<file path="src/rtl/pcnt_pkg.sv">
// Shared types and control-bit positions for the programmable counter slice.
package pcnt_pkg;

    typedef enum logic [1:0] {
        SEQ_DRIVE,
        SEQ_RELEASE,
        SEQ_CAPTURE
    } pcnt_seq_e;

    localparam int unsigned CTRL_EN   = 0;
    localparam int unsigned CTRL_LOAD = 1;
    localparam int unsigned CTRL_OE   = 2;
    localparam int unsigned CTRL_DIR  = 3;
    localparam int unsigned CTRL_SAT  = 4;
    localparam int unsigned CTRL_W    = 5;

endpackage

</file>
<file path="src/rtl/prog_counter_gen_if.sv">
// Bidirectional pad bus bundle: master is the counter side, slave is the pad side.
interface prog_counter_gen_if #(
    parameter int unsigned WIDTH = 8
) ();

    logic [WIDTH-1:0] bus_in;
    logic [WIDTH-1:0] bus_out;
    logic [WIDTH-1:0] bus_oe;

    modport master (input bus_in, output bus_out, output bus_oe);
    modport slave  (output bus_in, input bus_out, input bus_oe);

endinterface

</file>
<file path="src/rtl/pcnt_sync.sv">
// Multi-bit flop-chain synchroniser; every stage resets to zero.
module pcnt_sync #(
    parameter int unsigned W      = 1,
    parameter int unsigned STAGES = 2
) (
    input  logic         clk,
    input  logic         rst_n,
    input  logic [W-1:0] d_i,
    output logic [W-1:0] q_o
);

    logic [W-1:0] stage_q [STAGES];

    always_ff @(posedge clk or negedge rst_n) begin
        if (!rst_n) begin
            for (int unsigned i = 0; i < STAGES; i++) begin
                stage_q[i] <= '0;
            end
        end else begin
            stage_q[0] <= d_i;
            for (int unsigned i = 1; i < STAGES; i++) begin
                stage_q[i] <= stage_q[i-1];
            end
        end
    end

    assign q_o = stage_q[STAGES-1];

endmodule

</file>
<file path="src/rtl/prog_counter_gen.sv">
// Programmable up/down modulo counter with pad-bus load turnaround.
// Optional feature macro PCNT_GRAY_OUT_EN: Gray-coded bus_out (count_o stays binary).
module prog_counter_gen
    import pcnt_pkg::*;
#(
    parameter int unsigned WIDTH       = 8,
    parameter int unsigned LIMIT       = 2**WIDTH - 1,
    parameter int unsigned TURN_CYCLES = 1,
    parameter int unsigned SYNC_STAGES = 2,
    parameter bit          DEFAULT_EN  = 1'b0
) (
    input  logic              clk,
    input  logic              rst_n,
    input  logic [CTRL_W-1:0] ctrl_i,
    prog_counter_gen_if.master bus,
    output logic [WIDTH-1:0]  count_o,
    output logic              tc_o,
    output logic              busy_o
);

    localparam logic [WIDTH-1:0] LIM       = WIDTH'(LIMIT);
    localparam logic [3:0]       TURN_LAST = 4'(TURN_CYCLES - 1);

    logic [CTRL_W-1:0] ctrl_s;
    logic              load_q;
    logic              load_pulse;
    pcnt_seq_e         seq_q, seq_d;
    logic [3:0]        turn_q, turn_d;
    logic [WIDTH-1:0]  count_q, count_d;
    logic              tc_q, tc_d;
    logic              step;
    logic [WIDTH-1:0]  terminal;

    pcnt_sync #(
        .W      (CTRL_W),
        .STAGES (SYNC_STAGES)
    ) u_sync (
        .clk   (clk),
        .rst_n (rst_n),
        .d_i   (ctrl_i),
        .q_o   (ctrl_s)
    );

    assign load_pulse = ctrl_s[CTRL_LOAD] & ~load_q;

    // Load sequencer: state register
    always_ff @(posedge clk or negedge rst_n) begin
        if (!rst_n) begin
            seq_q  <= SEQ_DRIVE;
            turn_q <= '0;
            load_q <= 1'b0;
        end else begin
            seq_q  <= seq_d;
            turn_q <= turn_d;
            load_q <= ctrl_s[CTRL_LOAD];
        end
    end

    // Load edges seen outside DRIVE are dropped, not queued
    always_comb begin
        seq_d  = seq_q;
        turn_d = turn_q;
        case (seq_q)
            SEQ_DRIVE: begin
                if (load_pulse) begin
                    seq_d  = SEQ_RELEASE;
                    turn_d = TURN_LAST;
                end
            end
            SEQ_RELEASE: begin
                if (turn_q == '0) begin
                    seq_d = SEQ_CAPTURE;
                end else begin
                    turn_d = turn_q - 1'b1;
                end
            end
            SEQ_CAPTURE: seq_d = SEQ_DRIVE;
            default:     seq_d = SEQ_DRIVE;
        endcase
    end

    always_comb begin
        busy_o     = (seq_q != SEQ_DRIVE);
        bus.bus_oe = {WIDTH{(seq_q == SEQ_DRIVE) & ctrl_s[CTRL_OE]}};
    end

    // Counter datapath
    always_comb begin
        step     = (seq_q == SEQ_DRIVE) && (DEFAULT_EN || ctrl_s[CTRL_EN]);
        terminal = ctrl_s[CTRL_DIR] ? '0 : LIM;
        count_d  = count_q;
        tc_d     = 1'b0;
        if (seq_q == SEQ_CAPTURE) begin
            count_d = (bus.bus_in > LIM) ? LIM : bus.bus_in;
        end else if (step) begin
            tc_d = (count_q == terminal);
            if (count_q == terminal) begin
                if (!ctrl_s[CTRL_SAT]) begin
                    count_d = ctrl_s[CTRL_DIR] ? LIM : '0;
                end
            end else begin
                count_d = ctrl_s[CTRL_DIR] ? count_q - 1'b1 : count_q + 1'b1;
            end
        end
    end

    always_ff @(posedge clk or negedge rst_n) begin
        if (!rst_n) begin
            count_q <= '0;
            tc_q    <= 1'b0;
        end else begin
            count_q <= count_d;
            tc_q    <= tc_d;
        end
    end

    assign count_o = count_q;
    assign tc_o    = tc_q;

`ifdef PCNT_GRAY_OUT_EN
    logic [WIDTH-1:0] bus_out_q;

    // Encoded from count_d so the Gray value lands on the same edge as count_q
    always_ff @(posedge clk or negedge rst_n) begin
        if (!rst_n) begin
            bus_out_q <= '0;
        end else begin
            bus_out_q <= count_d ^ (count_d >> 1);
        end
    end

    assign bus.bus_out = bus_out_q;
`else
    assign bus.bus_out = count_q;
`endif

endmodule

</file>
<file path="src/flat_wrapper.sv">
// flat-port wrapper written by rule: the top's interface ports become plain ports
module prog_counter_gen_flat import pcnt_pkg::*;
#(
    parameter int unsigned WIDTH       = 8,
    parameter int unsigned LIMIT       = 2**WIDTH - 1,
    parameter int unsigned TURN_CYCLES = 1,
    parameter int unsigned SYNC_STAGES = 2,
    parameter bit          DEFAULT_EN  = 1'b0
)
  (clk, rst_n, ctrl_i, count_o, tc_o, busy_o, bus_bus_in, bus_bus_out, bus_bus_oe);
  prog_counter_gen_if #(.WIDTH(WIDTH)) bus_i ();
  input  logic clk;
  input  logic rst_n;
  input  logic [CTRL_W-1:0] ctrl_i;
  output logic [WIDTH-1:0] count_o;
  output logic tc_o;
  output logic busy_o;
  input wire logic [$bits(bus_i.bus_in)-1:0] bus_bus_in;
  output wire logic [$bits(bus_i.bus_out)-1:0] bus_bus_out;
  output wire logic [$bits(bus_i.bus_oe)-1:0] bus_bus_oe;
  assign bus_i.bus_in = bus_bus_in;
  assign bus_bus_out = bus_i.bus_out;
  assign bus_bus_oe = bus_i.bus_oe;
  prog_counter_gen #(.WIDTH(WIDTH), .LIMIT(LIMIT), .TURN_CYCLES(TURN_CYCLES), .SYNC_STAGES(SYNC_STAGES), .DEFAULT_EN(DEFAULT_EN)) u_core (.clk(clk), .rst_n(rst_n), .ctrl_i(ctrl_i), .bus(bus_i), .count_o(count_o), .tc_o(tc_o), .busy_o(busy_o));
endmodule
</file>
<file path="config.mk">
export PLATFORM = sky130hd
export DESIGN_NAME = prog_counter_gen_flat
export DESIGN_NICKNAME = d
export VERILOG_FILES = /design/src/rtl/pcnt_pkg.sv /design/src/rtl/prog_counter_gen_if.sv /design/src/rtl/pcnt_sync.sv /design/src/rtl/prog_counter_gen.sv /design/src/flat_wrapper.sv
export SDC_FILE = /design/constraint.sdc
export NUM_CORES = 1
export LEC_CHECK = 0
export CORE_ASPECT_RATIO = 0.75
export CORE_MARGIN = 2
export CORE_UTILIZATION = 35
export DETAILED_ROUTE_END_ITERATION = 16
export PLACE_DENSITY = 0.64
export SYNTH_ARGS = -nofsm -noshare
export SYNTH_HDL_FRONTEND = slang
export SYNTH_SLANG_ARGS = --single-unit
</file>
<file path="constraint.sdc">
create_clock -name clk -period 1.9 [get_ports clk]
set_input_delay 0.285 -clock clk [delete_from_list [all_inputs] [get_ports clk]]
set_output_delay 0.285 -clock clk [all_outputs]
set_load 0.01 [all_outputs]
</file>
After elaboration in Yosys (flattened, before gate mapping) --
Cells that the tools add are included.
Word-level totals: flip-flop bits (word level) 26, input bits 15, word-level logic and storage cells 46
Operators by class: add/subtract/negate cells 3, magnitude comparators 1, eq/ne operators 7, muxes and demuxes 16, bitwise gates (word level) 3, reductions and logical operators 9
Operator list (number):
- two-way mux 8 bit | 8
- adder 8 x 1 -> 8 bit (second input constant) | 1
- equality test 8 bit | 1
- > comparator 8 bit (second input constant) | 1
- two-way mux 4 bit | 2
- case mux 4 bit (2 select lines) | 1
- subtractor 8 x 1 -> 8 bit (second input constant) | 1
- nonzero test 2 bit | 3
- zero test 4 bit | 1
- two-way mux 2 bit | 2
- inequality test 2 x 1 -> 1 bit (second input constant) | 2
- case mux 2 bit (2 select lines) | 1
- AND reduction 2 bit | 2
- subtractor 4 x 1 -> 4 bit (second input constant) | 1
- inequality test 3 x 2 -> 1 bit (second input constant) | 1
- AND reduction 3 bit | 1
- AND 1 bit | 2
- equality test 2 x 1 -> 1 bit (second input constant) | 1
- equality test 2 bit (second input constant) | 1
- zero test 2 bit | 1
- two-way mux 1 bit | 2
- inequality test 2 bit (second input constant) | 1
- logical AND 1 bit | 1
- NOT 1 bit | 1

Longest topological paths before layout --
Gate-level depths: netlist of the first run.
depth after elaboration 5, mapped depth 8

Cells and area by module --
Synthesis of the first run repeated with hierarchy kept, for this count alone.
Second synthesis, totals: cells, all modules 150, area total of the unflattened synthesis 1566.5 um^2
By module, submodules not included:
- prog_counter_gen | times used 1, cells an instance 135, area an instance 1278.7 um^2
- pcnt_sync | times used 1, cells an instance 15, area an instance 287.8 um^2

Worst setup path after synthesis of the first run --
Ideal clock, no wire load.
path kind register to register, start register u_core.u_sync.stage_q, in the netlist u_core.u_sync.q_o[3], end register u_core.count_q[2], in the netlist u_core.bus.bus_out[2], library setup time 0.123 ns, arrival time 1.813 ns, data required time 1.777 ns, setup slack -0.036 ns, stages on the path, launching flop included 7, period minus slack after synthesis 1.936 ns, cells stage by stage dfrtp_1 -> ha_1 -> nand4_1 -> a211oi_2 -> a21oi_2 -> a21o_4 -> o221a_1
On the way: longest elaborated chain between the ends 5, elaborated cells between the ends (all ways) 10, those cells by class eq/ne: 2; mux: 7; reduce/logical: 1
RTL lines:
- start: declaration | RTL line pcnt_sync.sv:12 | logic [W-1:0] stage_q [STAGES];
- start signal: indexed assignment | RTL line pcnt_sync.sv:22 | stage_q[i] <= stage_q[i-1];
- two-way mux 8 bit (on tied branches) | RTL line prog_counter_gen.sv:90, prog_counter_gen.sv:99
- equality test 8 bit or two-way mux 8 bit (tied branches) | RTL line prog_counter_gen.sv:97, prog_counter_gen.sv:98
- two-way mux 8 bit | RTL line prog_counter_gen.sv:97 | if (count_q == terminal) begin
- two-way mux 8 bit | RTL line prog_counter_gen.sv:95 | end else if (step) begin
- two-way mux 8 bit | RTL line prog_counter_gen.sv:93 | if (seq_q == SEQ_CAPTURE) begin
- end signal: assignment | RTL line prog_counter_gen.sv:112 | count_q <= count_d;
- end: declaration | RTL line prog_counter_gen.sv:29 | logic [WIDTH-1:0] count_q, count_d;
Several ways; a longest one is shown, not always the timed one. The select of a mux whose other input is x is not followed. A chain may end at the register's enable or synchronous reset.

Final worst setup path of the first run --
start register u_core.u_sync.stage_q, in the netlist u_core.u_sync.q_o[3], end register u_core.count_q[7], in the netlist u_core.bus.bus_out[7]
Same word-level chain as after synthesis.

==> flow_summary.ini, run 1 <==
[layout]
area_growth_pct = 50.7
fin_nets = 217
drive_gt1_share_pct = 25.4
n_antenna_cell = 0

[placed_design]
io_buffer_count = 40
gp_congestion = 0.896
dp_hpwl_um = 2510
pre_cts_slack_ps = -114

[yosys]
seq_area_frac_synth_pct = 45.3
synth_top_cell_by_area = dfrtp_1
synth_edf_count = 0
netlist.area_leader.share_pct = 45.3
synth_area_um2 = 1440
ys_ff_latch = 26
yosysWarnings = 0
synth_cells = 139
synth_common_cells = dfrtp_1, buf_4, nor2_1
async_flop_share_pct = 100
syn_area_per_cell_um2 = 10.3
synth_cell_types = 38
ys_top_cells_by_area = dfrtp_1, buf_4, ha_1, xnor2_1, nor2_1
synth_flop_cell = dfrtp_1
syn-num-nets = 162
synth_most_common_cell = dfrtp_1

[clock_network]
numCtsBuffers = 3
clk_path_buf_depth = 2
clock-sinks = 26
clkTransAtPathRegs_ps = 100
clk_latency_ps = 280
cts_tree = yes
cts-root-buf = clkbuf_8
htreeDepth = 1
ctsHoldBuffers = 0

[timing]
tightest_slew_ps = 407
tns_ps = -1150
fin_crit_sh_pct = 109
rsz0062_at_grt = true
fmax_mhz = 481
setup_slack_ps = -177
skew_ps = 8.87
setup_viol = 9
finalHoldViolCount = 0
period_needed_ps = 2080
relSlewSlack_pct = 72.8
slew_violations = 0

[worst_setup_path]
crit_required_ps = 2080
cp-end-kind = register
cp_max_fo = 7
setup.worst_path.class = reg -> reg
startpoint_type = register
worstPathArrival_ps = 2250

[power]
pwr-share-comb_pct = 61.6
power_density_nw_per_um2 = 1580
pwr-share-clk_pct = 13.6
seqPwrFrac_pct = 24.7
power.leakage_nw = 1.02
sw_frac_of_total_pct = 36.8
intPower_w = 0.00216
irDropWorstVdd_uv = 599
switchingPower_w = 0.00126

[drt]
viasPerCell = 4.74
via_count = 1175
drc = 0
wl_um = 3480
routedWlPerCell_um = 14.0
drtIter0Drc = 51
ant_nets = 0
first_pass_iters = 4

[floorplanning]
fp-row-count = 20
floorplan.initialDensity_pct = 35.8
core-area_um2 = 4000
die_x_um = 77.9
fp.dieArea_um2 = 4630
io_pins = 41
die_height_um = 59.5

[global_route]
gr-usage-all-layers_pct = 15.9
grt.busiest_layer = met2
antenna_found_initial = 0
overflow = 0
use_met2_pct = 26.7
first_global_vias = 1150
grt_use_met3_pct = 2.90
use_met1_pct = 22.1
grt_max_degree = 27
grt_pass1_wl_um = 5660

[status]
violations = setup timing
status = complete, but fails checks

[flow_run]
drv_cap = 0

[hold_path]
hold_path_class = reg -> reg
## placed cells by master, fill, tap and decap left out, drive strengths merged, types with 2 or more instances in the layout
master	n
clkdlybuf4s50	33
buf	27
dfrtp	26
nor2	13
inv	9
a21oi	9
nand2	7
ha	7
dlymetal6s2s	6
xnor2	6
o21ai	5
nand2b	3
mux2i	3
xor2	3
o221a	3
clkbuf	3
nor3	3
a21o	3
nand4	2
nand3	2
o221ai	2
a211oi	2
## power groups by stage
stage | Combinational, W | Sequential (W) | Clock, W
2_1_floorplan | 0.00115 | 0.000895 | 0
3_3_place_gp | 0.00196 | 0.000836 | 0
3_5_place_dp | 0.00201 | 0.000847 | 0
4_1_cts | 0.00208 | 0.000838 | 0.000474
5_1_grt | 0.00232 | 0.000867 | 0.000496
6_report | 0.00211 | 0.000845 | 0.000465
## critical path, cell delays in order (launching register included)
cell and delay, ps:
dfrtp_2 540, buf_6 170, or3b_1 390, a211oi_4 280, buf_4 180, nor3_2 50
mux2i_1 150, nand3_1 90, o211a_1 130
## registers in the layout, indices dropped and copies added, names as in the netlist
name	flops
u_core.bus.bus_out	8
u_core.load_q	1
u_core.seq_q	2
u_core.tc_o	1
u_core.turn_q	4
u_core.u_sync.q_o	5
u_core.u_sync.stage_q	5
## cell type report
class / instances / area (um2)
fill: 355 / 1840
multi-input combinational: 87 / 712
inverter: 9 / 33.8
timing repair buffer: 67 / 624
tap: 55 / 68.8
clock buffer: 3 / 41.3
clock inverter: 1 / 30.0
sequential: 26 / 652
## path summary, 6_finish.rpt
check                           cells after the start  slack (ps)                                from                           endpoint
worst max-delay path                                8        -180      u_core.u_sync.q_o[3]$_DFF_PN0_  u_core.bus.bus_out[7]$_DFFE_PN0P_
min in group asynchronous                           2         360                               rst_n     u_core.u_sync.q_o[4]$_DFF_PN0_
max in group asynchronous                           2        1270                               rst_n     u_core.u_sync.q_o[3]$_DFF_PN0_
worst min register to register                      0         350  u_core.u_sync.stage_q[9]$_DFF_PN0_     u_core.u_sync.q_o[4]$_DFF_PN0_
worst min-delay path                                0         350  u_core.u_sync.stage_q[9]$_DFF_PN0_     u_core.u_sync.q_o[4]$_DFF_PN0_
worst max register to register                      8        -180      u_core.u_sync.q_o[3]$_DFF_PN0_  u_core.bus.bus_out[7]$_DFFE_PN0P_
## through the flow
step	utilization, %	total power [W]	area [um2]	hold slack, ps	std cells
finish	54.0	0.00342	2160	354	248
detailed placement	49.2	0.00286	1970	336	239
global route	54.0	0.00368	2160	367	248
CTS	52.9	0.00340	2120	352	248
global placement	49.2	0.00280	1970	332	239
floorplan	-	0.00204	1470	-10.6	139
## layer usage
metal	share of wire [%]	wire length, um
met4	1.3	46
met5	0	0
met1	47	1640
met3	4.6	161
met2	47	1640
## cells by family after synthesis
| logic type | Yosys count | share of synthesized area, % |
|---|---|---|
| AO/OA/AOI/OAI | 27 | 13.8 |
| XOR/XNOR | 9 | 5.49 |
| adder cells (fa/ha/maj) | 8 | 7.50 |
| buffers and inverters | 26 | 11.5 |
| flip-flops | 26 | 45.3 |
| multiplexers | 4 | 2.88 |
| AND/OR/NAND/NOR | 39 | 13.5 |
## what timing repair did
item | 4_1_cts | 5_1_grt
pin swaps | 10 | 2
gates cloned | 0 | 0
endpoints found under the setup margin | 16 | 16
setup buffers | 5 | 0
gates resized for setup | 13 | 10
No activity file was read; power rests on OpenSTA's default activity.
==> run 2, diff against run 1 <==
- SETUP_SLACK_MARGIN: unset -> 0.02
==> run 2 against run 1 <==
Net effect:
- the run still ends with setup timing left
- flip-flop and latch count unchanged
- maximum frequency about the same
- utilization up 0.062 points
- combinational power about the same
- hold slack about the same
- largest cell class unchanged
==> flow_summary.ini, run 2 (same netlist as run 1, synthesis figures left out) <==
[status]
status = complete, but fails checks
violations = setup timing

[global_route]
overflow = 0
antenna_found_initial = 0
grt_pass1_wl_um = 5660
gr-usage-all-layers_pct = 15.9
first_global_vias = 1150
grt_max_degree = 27

[power]
power_density_nw_per_um2 = 1580
irDropWorstVdd_uv = 600
sw_frac_of_total_pct = 36.8
pwr-share-comb_pct = 61.6
seqPwrFrac_pct = 24.8
power.leakage_nw = 1.03
switchingPower_w = 0.00126
pwr-share-clk_pct = 13.6
intPower_w = 0.00215
power_w = 0.00341

[worst_setup_path]
cp-end-kind = register
cp_max_fo = 7
critPathCapture = u_core.bus.bus_out[7]$_DFFE_PN0P_
rrSetupSlack_ps = -180
worstPathArrival_ps = 2250
reg2reg_to = u_core.bus.bus_out[7]$_DFFE_PN0P_
crit_chain = buf_6, or3b_1, a211oi_4, buf_4, nor3_2, mux2i_1, nand3_1, o211a_1
ff2ff_path_depth = 8
path_buf_inv = 2
crit_required_ps = 2080
critPathMaxStageDelay_ps = 540
startpoint_type = register
rr_startpoint = u_core.u_sync.q_o[3]$_DFF_PN0_
crit_family = flip-flops
slowest_stage = dfrtp_2
setup.worst_path.class = reg -> reg
crit_cells = 8
startpoint = u_core.u_sync.q_o[3]$_DFF_PN0_

[layout]
fin_nets = 217
drive_gt1_share_pct = 25.4
n_antenna_cell = 0
largest_register_ffs = 8
final_common_cell = clkdlybuf4s50_1
final_cell_mix = clkdlybuf4s50_1, buf_4, dfrtp_1, nor2_1, inv_1
area_growth_pct = 50.8

[clock_network]
numCtsBuffers = 3
cts_tree = yes
cts-root-buf = clkbuf_8
clkTransAtPathRegs_ps = 100
clock-sinks = 26
htreeDepth = 1
clk_latency_ps = 280
clk_path_buf_depth = 2

[timing]
setup_viol = 9
tightest_slew_ps = 406
period_needed_ps = 2080
fin_crit_sh_pct = 109
rsz0062_at_grt = true
setup_slack_ps = -177
relSlewSlack_pct = 72.8
fin_hold_ws_ps = 353
fmax_mhz = 481
finalHoldViolCount = 0
skew_ps = 9.00
slew_violations = 0

[floorplanning]
fp-row-count = 20
fp.dieArea_um2 = 4630
die_x_um = 77.9
floorplan.initialDensity_pct = 35.8
core-area_um2 = 4000
io_pins = 41
die_height_um = 59.5

[drt]
first_pass_iters = 4
viasPerCell = 4.73
via_count = 1173
wl_um = 3480
routedWlPerCell_um = 14.0
ant_nets = 0
drc = 0
drtIter0Drc = 51

[hold_path]
whs_path_depth = 0
hold_path_class = reg -> reg

[placed_design]
dp_hpwl_um = 2510
io_buffer_count = 40
gp_congestion = 0.896

[flow_run]
drv_cap = 0
-- run 2: through the flow --
stage / setup TNS [ps] / instances / util (%) / worst slack (ps) / area (um2)
after floorplan: 0 / 139 / - / 47.8 / 1470
after global placement: -478 / 239 / 49.2 / -90.9 / 1970
after detailed placement: -537 / 239 / 49.2 / -114 / 1970
after CTS: -877 / 248 / 52.9 / -151 / 2120
after global routing: -2050 / 248 / 54.1 / -292 / 2160
final: -1150 / 248 / 54.1 / -177 / 2160
-- run 2: worst min path at each step --
| stage | from | slack [ps] | end |
|---|---|---|---|
| 2_1_floorplan | rst_n | -10 | u_core.bus.bus_out[0]$_DFFE_PN0P_ |
| 3_3_place_gp | u_core.u_sync.stage_q[8]$_DFF_PN0_ | 330 | u_core.u_sync.q_o[3]$_DFF_PN0_ |
| 3_5_place_dp | u_core.u_sync.stage_q[9]$_DFF_PN0_ | 340 | u_core.u_sync.q_o[4]$_DFF_PN0_ |
| 4_1_cts | u_core.u_sync.stage_q[9]$_DFF_PN0_ | 350 | u_core.u_sync.q_o[4]$_DFF_PN0_ |
| 5_1_grt | u_core.u_sync.stage_q[8]$_DFF_PN0_ | 370 | u_core.u_sync.q_o[3]$_DFF_PN0_ |
| 6_report | u_core.u_sync.stage_q[9]$_DFF_PN0_ | 350 | u_core.u_sync.q_o[4]$_DFF_PN0_ |
-- run 2: area by class of cell --
class / count / area, um2
clock buffers: 3 / 41.3
clock inverters: 1 / 30.0
fillers: 355 / 1840
inverters: 9 / 33.8
multi-input cells: 87 / 712
flip-flops and latches: 26 / 652
well taps: 55 / 68.8
repair buffers: 67 / 627
-- run 2: worst reg2reg max path, cell delays in order (launching register included) --
cell,delay [ps]
dfrtp_2,540
buf_6,170
or3b_1,390
a211oi_4,280
buf_4,180
nor3_2,50
mux2i_1,150
nand3_1,90
o211a_1,130
-- run 2: per-layer routing --
| layer | track usage (%) | share of wire (%) |
|---|---|---|
| met1 | 22.1 | 47 |
| met2 | 26.7 | 47 |
| met3 | 2.90 | 4.6 |
| met4 | 3.01 | 1.3 |
| met5 | 0 | 0 |
-- run 2: power by group through the flow --
| stage | sequential [W] | clock [W] | combinational, W |
|---|---|---|---|
| 6_report | 0.000845 | 0.000465 | 0.00210 |
| 5_1_grt | 0.000867 | 0.000496 | 0.00231 |
| 4_1_cts | 0.000838 | 0.000474 | 0.00208 |
| 3_5_place_dp | 0.000847 | 0 | 0.00201 |
| 3_3_place_gp | 0.000836 | 0 | 0.00196 |
| 2_1_floorplan | 0.000895 | 0 | 0.00115 |
-- run 2: repair_timing --
action	CTS	global route
endpoints found under the setup margin	16	16
resized for setup	13	11
pin swaps	10	2
buffers inserted	5	0
hold buffers	0	0
cloned	0	0
